<file path="src/rtl/spi_slave_rx_param.sv">
// spi_slave_rx_param
// SPI slave receiver. The SPI pins are synchronized into the i_clk domain, and
// sampling edges are picked from the latched CPOL/CPHA mode. Received words are
// assembled MSB first together with the DC flag and queued for a ready/valid
// consumer.
//
// Configuration macro: SPI_SLAVE_RX_FIFO_EN
//   defined   : circular FIFO of FIFO_DEPTH words
//   undefined : single holding register (FIFO_DEPTH unused)
//
// Ports
//   i_clk, i_rst_n        system clock, synchronous active-low reset
//   i_spi_clk, i_spi_cs   SPI clock and chip select (active-low), asynchronous
//   i_spi_mosi, i_dc      serial data (MSB first) and data/command flag
//   i_cpol, i_cpha        SPI mode, latched when CS falls
//   o_data, o_dc, o_valid head-of-buffer word, its DC flag, valid
//   i_ready               consumer accepts head word when o_valid is high
//   o_overflow            one-cycle pulse when a completed word is dropped
//   o_frame_err           one-cycle pulse when CS rises mid-word
//   o_busy                a frame is in progress (synchronized CS asserted)
module spi_slave_rx_param #(
  parameter int DATA_W      = 8,
  parameter int SYNC_STAGES = 2,
  parameter int FIFO_DEPTH  = 4
) (
  input  logic              i_clk,
  input  logic              i_rst_n,
  input  logic              i_spi_clk,
  input  logic              i_spi_cs,
  input  logic              i_spi_mosi,
  input  logic              i_dc,
  input  logic              i_cpol,
  input  logic              i_cpha,
  output logic [DATA_W-1:0] o_data,
  output logic              o_dc,
  output logic              o_valid,
  input  logic              i_ready,
  output logic              o_overflow,
  output logic              o_frame_err,
  output logic              o_busy
);

  localparam int CNT_W = $clog2(DATA_W);
  localparam logic [CNT_W-1:0] LAST_BIT = CNT_W'(DATA_W - 1);

  if (DATA_W < 8 || DATA_W > 32 || SYNC_STAGES < 2 || SYNC_STAGES > 4 ||
      FIFO_DEPTH < 2 || FIFO_DEPTH > 16 || (FIFO_DEPTH & (FIFO_DEPTH - 1)) != 0) begin : g_param_check
    $error("spi_slave_rx_param: illegal parameter value");
  end

  // ---- synchronizers ----
  // All chains clear to 0. A cleared CS chain reads "asserted", so after
  // reset a frame can only start once CS has been seen high and then low.
  logic [SYNC_STAGES-1:0] sclk_sync_q, cs_sync_q, mosi_sync_q, dc_sync_q;

  always_ff @(posedge i_clk) begin
    if (!i_rst_n) begin
      sclk_sync_q <= '0;
      cs_sync_q   <= '0;
      mosi_sync_q <= '0;
      dc_sync_q   <= '0;
    end else begin
      sclk_sync_q <= {sclk_sync_q[SYNC_STAGES-2:0], i_spi_clk};
      cs_sync_q   <= {cs_sync_q[SYNC_STAGES-2:0], i_spi_cs};
      mosi_sync_q <= {mosi_sync_q[SYNC_STAGES-2:0], i_spi_mosi};
      dc_sync_q   <= {dc_sync_q[SYNC_STAGES-2:0], i_dc};
    end
  end

  logic sclk_s, cs_s, mosi_s, dc_s;
  assign sclk_s = sclk_sync_q[SYNC_STAGES-1];
  assign cs_s   = cs_sync_q[SYNC_STAGES-1];
  assign mosi_s = mosi_sync_q[SYNC_STAGES-1];
  assign dc_s   = dc_sync_q[SYNC_STAGES-1];

  // ---- p0: edge detection, mode latch, sample strobe ----
  logic       sclk_prev_q, cs_prev_q, active_q;
  logic [1:0] mode_q;
  logic       vld_p0_q, rise_p0_q, bit_p0_q, dc_p0_q;
  logic       sclk_rise, sclk_fall, cs_fall, cs_rise, samp_edge;

  assign sclk_rise = sclk_s & ~sclk_prev_q;
  assign sclk_fall = ~sclk_s & sclk_prev_q;
  assign cs_fall   = ~cs_s & cs_prev_q;
  assign cs_rise   = cs_s & ~cs_prev_q;
  // CPOL xor CPHA selects the falling edge as the sampling edge.
  assign samp_edge = (mode_q[1] ^ mode_q[0]) ? sclk_fall : sclk_rise;

  always_ff @(posedge i_clk) begin
    if (!i_rst_n) begin
      sclk_prev_q <= 1'b0;
      cs_prev_q   <= 1'b0;
      active_q    <= 1'b0;
      mode_q      <= 2'b00;
      vld_p0_q    <= 1'b0;
      rise_p0_q   <= 1'b0;
    end else begin
      sclk_prev_q <= sclk_s;
      cs_prev_q   <= cs_s;
      if (cs_fall) begin
        active_q <= 1'b1;
        mode_q   <= {i_cpol, i_cpha};
      end else if (cs_rise) begin
        active_q <= 1'b0;
      end
      vld_p0_q  <= samp_edge & active_q & ~cs_s;
      rise_p0_q <= cs_rise;
    end
  end

  always_ff @(posedge i_clk) begin
    bit_p0_q <= mosi_s;
    dc_p0_q  <= dc_s;
  end

  // ---- p1: shift register, bit counter, word completion ----
  logic [DATA_W-1:0] shift_q, shift_d, word_p1_q;
  logic [CNT_W-1:0]  cnt_q, cnt_d;
  logic              push_p1_q, push_p1_d, wdc_p1_q, ferr_d, ferr_q;

  always_comb begin
    cnt_d     = cnt_q;
    shift_d   = shift_q;
    push_p1_d = 1'b0;
    ferr_d    = 1'b0;
    if (rise_p0_q) begin
      // CS rose: a nonzero count means a partial word, which is discarded.
      cnt_d  = '0;
      ferr_d = (cnt_q != '0);
    end else if (!active_q) begin
      cnt_d = '0;
    end else if (vld_p0_q) begin
      shift_d = {shift_q[DATA_W-2:0], bit_p0_q};
      if (cnt_q == LAST_BIT) begin
        cnt_d     = '0;
        push_p1_d = 1'b1;
      end else begin
        cnt_d = cnt_q + 1'b1;
      end
    end
  end

  always_ff @(posedge i_clk) begin
    if (!i_rst_n) begin
      shift_q   <= '0;
      cnt_q     <= '0;
      push_p1_q <= 1'b0;
      ferr_q    <= 1'b0;
    end else begin
      shift_q   <= shift_d;
      cnt_q     <= cnt_d;
      push_p1_q <= push_p1_d;
      ferr_q    <= ferr_d;
    end
  end

  always_ff @(posedge i_clk) begin
    if (push_p1_d) begin
      word_p1_q <= shift_d;
      wdc_p1_q  <= dc_p0_q;
    end
  end

  // ---- p2: receive buffer ----
  logic pop, push_ok, ovf_q;
  assign pop = o_valid & i_ready;

`ifdef SPI_SLAVE_RX_FIFO_EN
  localparam int AW = $clog2(FIFO_DEPTH);
  localparam logic [AW:0] DEPTH_C = (AW + 1)'(FIFO_DEPTH);

  logic [DATA_W-1:0] mem_data_q [FIFO_DEPTH];
  logic              mem_dc_q   [FIFO_DEPTH];
  logic [AW-1:0]     wr_ptr_q, rd_ptr_q;
  logic [AW:0]       count_q;
  logic              full;

  assign full    = (count_q == DEPTH_C);
  // A full buffer still accepts a word when the head leaves in the same cycle.
  assign push_ok = push_p1_q & (~full | pop);

  always_ff @(posedge i_clk) begin
    if (!i_rst_n) begin
      wr_ptr_q <= '0;
      rd_ptr_q <= '0;
      count_q  <= '0;
      ovf_q    <= 1'b0;
    end else begin
      ovf_q <= push_p1_q & full & ~pop;
      if (push_ok) wr_ptr_q <= wr_ptr_q + 1'b1;
      if (pop)     rd_ptr_q <= rd_ptr_q + 1'b1;
      count_q <= count_q + {{AW{1'b0}}, push_ok} - {{AW{1'b0}}, pop};
    end
  end

  always_ff @(posedge i_clk) begin
    if (push_ok) begin
      mem_data_q[wr_ptr_q] <= word_p1_q;
      mem_dc_q[wr_ptr_q]   <= wdc_p1_q;
    end
  end

  assign o_valid = (count_q != '0);
  assign o_data  = o_valid ? mem_data_q[rd_ptr_q] : '0;
  assign o_dc    = o_valid ? mem_dc_q[rd_ptr_q] : 1'b0;
`else
  logic [DATA_W-1:0] hold_data_q;
  logic              hold_dc_q, full_q;

  assign push_ok = push_p1_q & (~full_q | pop);

  always_ff @(posedge i_clk) begin
    if (!i_rst_n) begin
      full_q <= 1'b0;
      ovf_q  <= 1'b0;
    end else begin
      ovf_q  <= push_p1_q & full_q & ~pop;
      full_q <= push_ok | (full_q & ~pop);
    end
  end

  always_ff @(posedge i_clk) begin
    if (push_ok) begin
      hold_data_q <= word_p1_q;
      hold_dc_q   <= wdc_p1_q;
    end
  end

  assign o_valid = full_q;
  assign o_data  = full_q ? hold_data_q : '0;
  assign o_dc    = full_q ? hold_dc_q : 1'b0;
`endif

  assign o_overflow  = ovf_q;
  assign o_frame_err = ferr_q;
  assign o_busy      = active_q;

endmodule
</file>
<file path="config.mk">
export PLATFORM = sky130hd
export DESIGN_NAME = spi_slave_rx_param
export DESIGN_NICKNAME = d
export VERILOG_FILES = /design/src/rtl/spi_slave_rx_param.sv
export SDC_FILE = /design/constraint.sdc
export NUM_CORES = 1
export LEC_CHECK = 0
export CORE_MARGIN = 5
export CORE_UTILIZATION = 40
export CTS_BUF_LIST = sky130_fd_sc_hd__clkbuf_16
export DETAILED_ROUTE_END_ITERATION = 12
export PLACE_DENSITY = 0.6
export RECOVER_POWER = 50
export SETUP_SLACK_MARGIN = 0.4
export SLEW_MARGIN = 20
export SYNTH_ARGS = -nofsm -noshare
export SYNTH_HDL_FRONTEND = slang
export SYNTH_SLANG_ARGS = --single-unit
</file>
<file path="constraint.sdc">
create_clock -name i_clk -period 2.3 [get_ports i_clk]
set_clock_uncertainty 0.1 [all_clocks]
set_input_delay 0.23 -clock i_clk [delete_from_list [all_inputs] [get_ports i_clk]]
set_output_delay 0.23 -clock i_clk [all_outputs]
set_load 0.02 [all_outputs]
</file>
==> summary.txt, run 1 <==
Run status: finished clean
CTS tree: built
Final slew viol count: 0
Total GRT Usage: 8.03%
Final core utilization: 50.6%
Syn_area_per_cell: 13.6 um^2
CP Max Fanout: 11
Largest family of logic cells by synthesized area: simple AND/OR/NAND/NOR gates
Post-detailed-routing wire length: 2190 um
Mapped Nets: 143
Die H: 76.2 um
Routed len/inst: 10.4 um
Buffers added on ports: 21
Multiplexer share of the synthesized area: 8.79%
Setup-failing EPs final: 0
Die ar.: 5800 um^2
DP Wirelength: 1580 um
Total leakage power: 0.866 nW
CTS Root Cell: clkbuf_16
Clk sink count: 50
Remaining DRCs: 0
HP Class: flip-flop to flip-flop
Fmax: 557 MHz
XOR/XNOR Fraction of Synth Area: 0.500%
Via count: 920
Post-Syn Instances: 129
Final ANT Viol Nets: 0
I/O pin total: 22
Largest net degree at the start of global routing: 27
Power per cell area: 745 nW/um^2
Die W: 76.2 um
Fin Setup TNS: 0 ns
Postcts setup bufs: 0
RSZ-0062 raised after global routing: no
Vias in the first global route: 866
Least-Margin Pin Slew: 0.833 ns
H-Tree Depth: 2
#FFs+latches synth: 50
Drt first pass iters: 2
Clock Path Buffers: 2
Std-Cell Rows: 24
Share of the clock period used by the worst path: 78.0%
Reg clk slew, reported paths: 0.06 ns
Cells along the critical path: and2_1 -> clkdlybuf4s50_1
Synthesized area: 1750 um^2
Most frequent cells in the layout: 32 x dfxtp_1, 23 x and2_1, 20 x clkdlybuf4s50_1, 18 x edfxtp_1, 8 x inv_1
Netlist cell types: 20
1st-iter DRT viols: 30
Critical path launch point type: flip-flop
Final worst slack: 0.506 ns
WS Path Type: flip-flop to output port
Skew-Pair Late Insertion Delay: 0.28 ns
Gpl congestion: 0.696
Fill cells: 386
Yosys Warn Count: 0
First-pass GRT wire length: 3860 um
Register Area: 1180 um^2
Max IR drop VDD: 493 uV
Dpl ws: 0.767 ns
Relative slew slack: 44.5%
CP max stage delay: 0.60 ns
Diodes inserted: 0
Most common cell after layout, fill and taps aside: dfxtp_1
Post-synthesis adder-cell area fraction: 3.57%
Starting density of the core: 40.8%
Area of the multi-input gates: 536 um^2
Share of cells above drive strength 1: 10.7%
CP Data Arrival Time: 1.46 ns
# nets final: 172
CP required: 1.97 ns
Total gr overflow: 0
Initial antenna violation count: 0
Core Footprint: 4290 um^2
Fin crit period: 1.79 ns
Max cap viols: 0
Hold violation count in the final report: 0
Sequential element share of the synthesized area: 67.5%
CTS Buf Count: 5
Synth Area in Simple Gates: 16.7%
DR vias/cell: 4.36
CTS hold repair buffers: 0
Synthesis-to-layout area growth: 24.0%
Critical path's slowest cell: clkdlybuf4s50_1
CP Capture Type: output port
Post-synthesis compound-gate area fraction: 1.00%
-- timing repair --
action                                  CTS  global route
endpoints found under the setup margin    0             4
hold endpoints to repair                  0             0
resized for setup                         0             1
-- worst paths after layout --
path	start	endpoint	slack [ns]	cells past startpoint
max	o_valid	o_data[7]	0.51	2
min	mosi_sync_q[1]	bit_p0_q	0.23	0
max reg2reg	cnt_q[0]	word_p1_q[4]	0.85	5
min reg2reg	mosi_sync_q[1]	bit_p0_q	0.23	0
-- cell usage after synthesis (all sizes together) --
master / count / area share (%)
inv: 7 / 1.5
nor3: 1 / 0.29
a21oi: 2 / 0.57
ha: 5 / 3.6
and3: 1 / 0.36
clkbuf: 2 / 0.43
mux2i: 6 / 3.4
and2: 29 / 10
xnor2: 1 / 0.50
or2: 1 / 0.36
dfxtp: 32 / 37
nand2: 2 / 0.43
o21a: 1 / 0.43
nor2: 4 / 0.86
edfxtp: 18 / 31
nand3b: 1 / 1.1
mux2: 8 / 5.4
nor3b: 1 / 0.43
nor2b: 7 / 2.5
-- state kept, by name, summed over array words and instances, names as in the netlist, 2 cells and up --
| register | flops |
|---|---|
| shift_q | 8 |
| cs_sync_q | 2 |
| mode_q | 2 |
| hold_data_q | 8 |
| mosi_sync_q | 2 |
| dc_sync_q | 2 |
| cnt_q | 3 |
| word_p1_q | 8 |
| sclk_sync_q | 2 |
-- worst max-delay path, delay by kind of cell, from the launching register on --
kind | cells | cell delay [ns]
flip-flops | 1 | 0.43
buffers and inverters | 1 | 0.60
AND/OR/NAND/NOR | 1 | 0.16
-- per-stage QoR --
stage	instances	hold WS (ns)	instance area, um^2	total power [mW]
after floorplan	129	0.210	1750	0.957
final	211	0.228	2170	1.62
after global routing	211	0.235	2170	1.68
after CTS	211	0.230	2180	1.64
after detailed placement	203	0.216	2040	0.977
after global placement	203	0.214	2040	0.976
-- area by class of cell --
type	count	share of cell area, %
Clock buffer	5	5.76
Clock inverter	3	0.576
Inverter	7	1.21
Multi-Input combinational cell	70	24.7
Sequential cell	50	54.4
Tap cell	52	3.00
Timing Repair Buffer	24	10.4
-- logic make-up after synthesis --
| group | Yosys count |
|---|---|
| AND/OR/NAND/NOR | 47 |
| AO/OA/AOI/OAI | 3 |
| multiplexers | 14 |
| XOR/XNOR | 1 |
| buffers and inverters | 9 |
| flip-flops | 50 |
| adder cells (fa/ha/maj) | 5 |
-- routing by layer --
| layer | up-vias | part of all wire (%) | GRT usage [%] |
|---|---|---|---|
| li1 | 482 | - | - |
| met1 | 413 | 45 | 9.73 |
| met2 | 21 | 47 | 12.8 |
| met3 | 4 | 6.5 | 2.84 |
| met4 | 0 | 1.2 | 3.67 |
| met5 | - | 0 | 0 |
-- where the power goes --
part	switching (mW)	internal [mW]	leakage (nW)
sequential	0.00395	0.920	0.439
combinational	0.0114	0.0206	0.355
clock	0.270	0.392	0.0724
(Power assumes the default switching activity.)
==> run 2: changes to the inputs <==
- clock period: 2.3 -> 1.88 ns (I/O delays scaled with it)
==> summary.txt, run 2 (synthesized netlist as in run 1, its figures left out) <==
RSZ-0062 raised after global routing: no
Hold violation count in the final report: 0 (unchanged)
WS Path Type: input port to flip-flop
Cell Area, Placed: 2030 um^2 (-0.49%)
Relative slew slack: 45.0% (+0.49 points)
Share of the clock period used by the worst path: 80.3%
Total gr overflow: 0 (unchanged)
Setup-failing EPs final: 0 (unchanged)
Largest net degree at the start of global routing: 27 (unchanged)
Most common cell after layout, fill and taps aside: dfxtp_1
Die W: 76.2 um (unchanged)
CP Max Fanout: 26 (+15)
Final slew viol count: 0 (unchanged)
Regs by FF count: hold_data_q (8), shift_q (8), word_p1_q (8)
Synthesis-to-layout area growth: 23.6%
1st-iter DRT viols: 43 (+43%)
Max cap viols: 0 (unchanged)
Std-Cell Rows: 24 (unchanged)
Fin crit period: 1.51 ns
DP Wirelength: 1640 um (+3.8%)
I/O pin total: 22 (unchanged)
Diodes inserted: 0 (unchanged)
Share of cells above drive strength 1: 14.6% (+3.9 points)
Run status: finished clean
Routed len/inst: 10.5 um (+0.61%)
CTS Buf Count: 5 (unchanged)
First-pass GRT wire length: 3850 um (-0.36%)
Skew-Pair Late Insertion Delay: 0.28 ns (about the same)
Postcts setup bufs: 0 (unchanged)
HP Class: flip-flop to flip-flop
Buffers added on ports: 21 (unchanged)
Fin Setup TNS: 0 ns (unchanged)
Max IR drop VDD: 665 uV (+35%)
Post-detailed-routing wire length: 2200 um (+0.14%)
Core Footprint: 4290 um^2 (unchanged)
Initial antenna violation count: 0 (unchanged)
CP Data Arrival Time: 1.62 ns (+0.16 ns)
Power per cell area: 923 nW/um^2 (+24%)
CTS hold repair buffers: 0 (unchanged)
Final ANT Viol Nets: 0 (unchanged)
CTS tree: built
Vias in the first global route: 929 (+7.3%)
Total leakage power: 0.881 nW (+1.7%)
Final core utilization: 50.4% (-0.17 points)
Reg clk slew, reported paths: 0.06 ns (about the same)
Clk sink count: 50 (unchanged)
DR vias/cell: 4.45 (+2.0%)
Post-route cell area: 2160 um^2 (-0.35%)
Drt first pass iters: 4 (+2)
CP Capture Type: flip-flop
Remaining DRCs: 0 (unchanged)
CTS Root Cell: clkbuf_16
# nets final: 171 (-0.58%)
Least-Margin Pin Slew: 0.826 ns (-0.00730 ns)
Die ar.: 5800 um^2 (unchanged)
Most frequent cells in the layout: 31 x dfxtp_1, 23 x and2_1, 18 x edfxtp_1, 8 x clkdlybuf4s50_1
Die H: 76.2 um (unchanged)
CP required: 1.99 ns (+0.02 ns)
Clock Path Buffers: 2 (unchanged)
Gpl congestion: 0.727 (+4.4%)
Critical path launch point type: input port
Starting density of the core: 40.8% (unchanged)
Final Power: 2.00 mW (+23%)
Total GRT Usage: 8.00% (-0.035 points)
H-Tree Depth: 2 (unchanged)
Via count: 934 (+1.5%)
Fmax: 662 MHz
## run 2: per-stage QoR
step           std cells  setup slack, ns  hold slack, ns
6_report             210            0.370           0.231
3_3_place_gp         201            0.359           0.214
3_5_place_dp         201            0.264           0.221
2_1_floorplan        129            0.438           0.210
4_1_cts              209            0.403           0.235
5_1_grt              210            0.233           0.246
## run 2: repair_timing
action,4_1_cts,5_1_grt
pin swaps,1,1
gates cloned,0,1
setup endpoints to repair,21,18
gates resized for setup,13,13
## run 2: final cells by class
type                       count  area (um^2)
sequential                    50         1180
tap                           52         65.1
multi-input combinational     71          557
clock buffer                   5          125
timing repair buffer          22          191
fill                         379         2130
inverter                       7         26.3
clock inverter                 3         16.3
## run 2: critical path, stage by stage
cell	delay (ns)
clkdlybuf4s50_1	0.51
clkbuf_1	0.64
nand2_1	0.13
a21oi_1	0.15
## run 2: final timing paths
path,startpoint,to,slack (ns),cells past startpoint
max reg2reg,cnt_q[0],word_p1_q[1],0.45,4
min reg2reg,mosi_sync_q[1],bit_p0_q,0.23,0
max,i_rst_n,o_frame_err,0.37,4
min,mosi_sync_q[1],bit_p0_q,0.23,0
## run 2: where the power goes
part	switching [mW]	leakage (nW)	internal [mW]	total, mW
clock	0.342	0.0699	0.486	0.827
combinational	0.0142	0.372	0.0256	0.0398
sequential	0.00458	0.439	1.13	1.13
## run 2: layer usage
layer / GRT usage [%] / vias to the layer above / routed length [um]
met1: 8.79 / 429 / 959
met5: 0 / - / 0
li1: - / 482 / -
met2: 13.4 / 21 / 1060
met4: 4.20 / 0 / 34
met3: 2.96 / 2 / 141
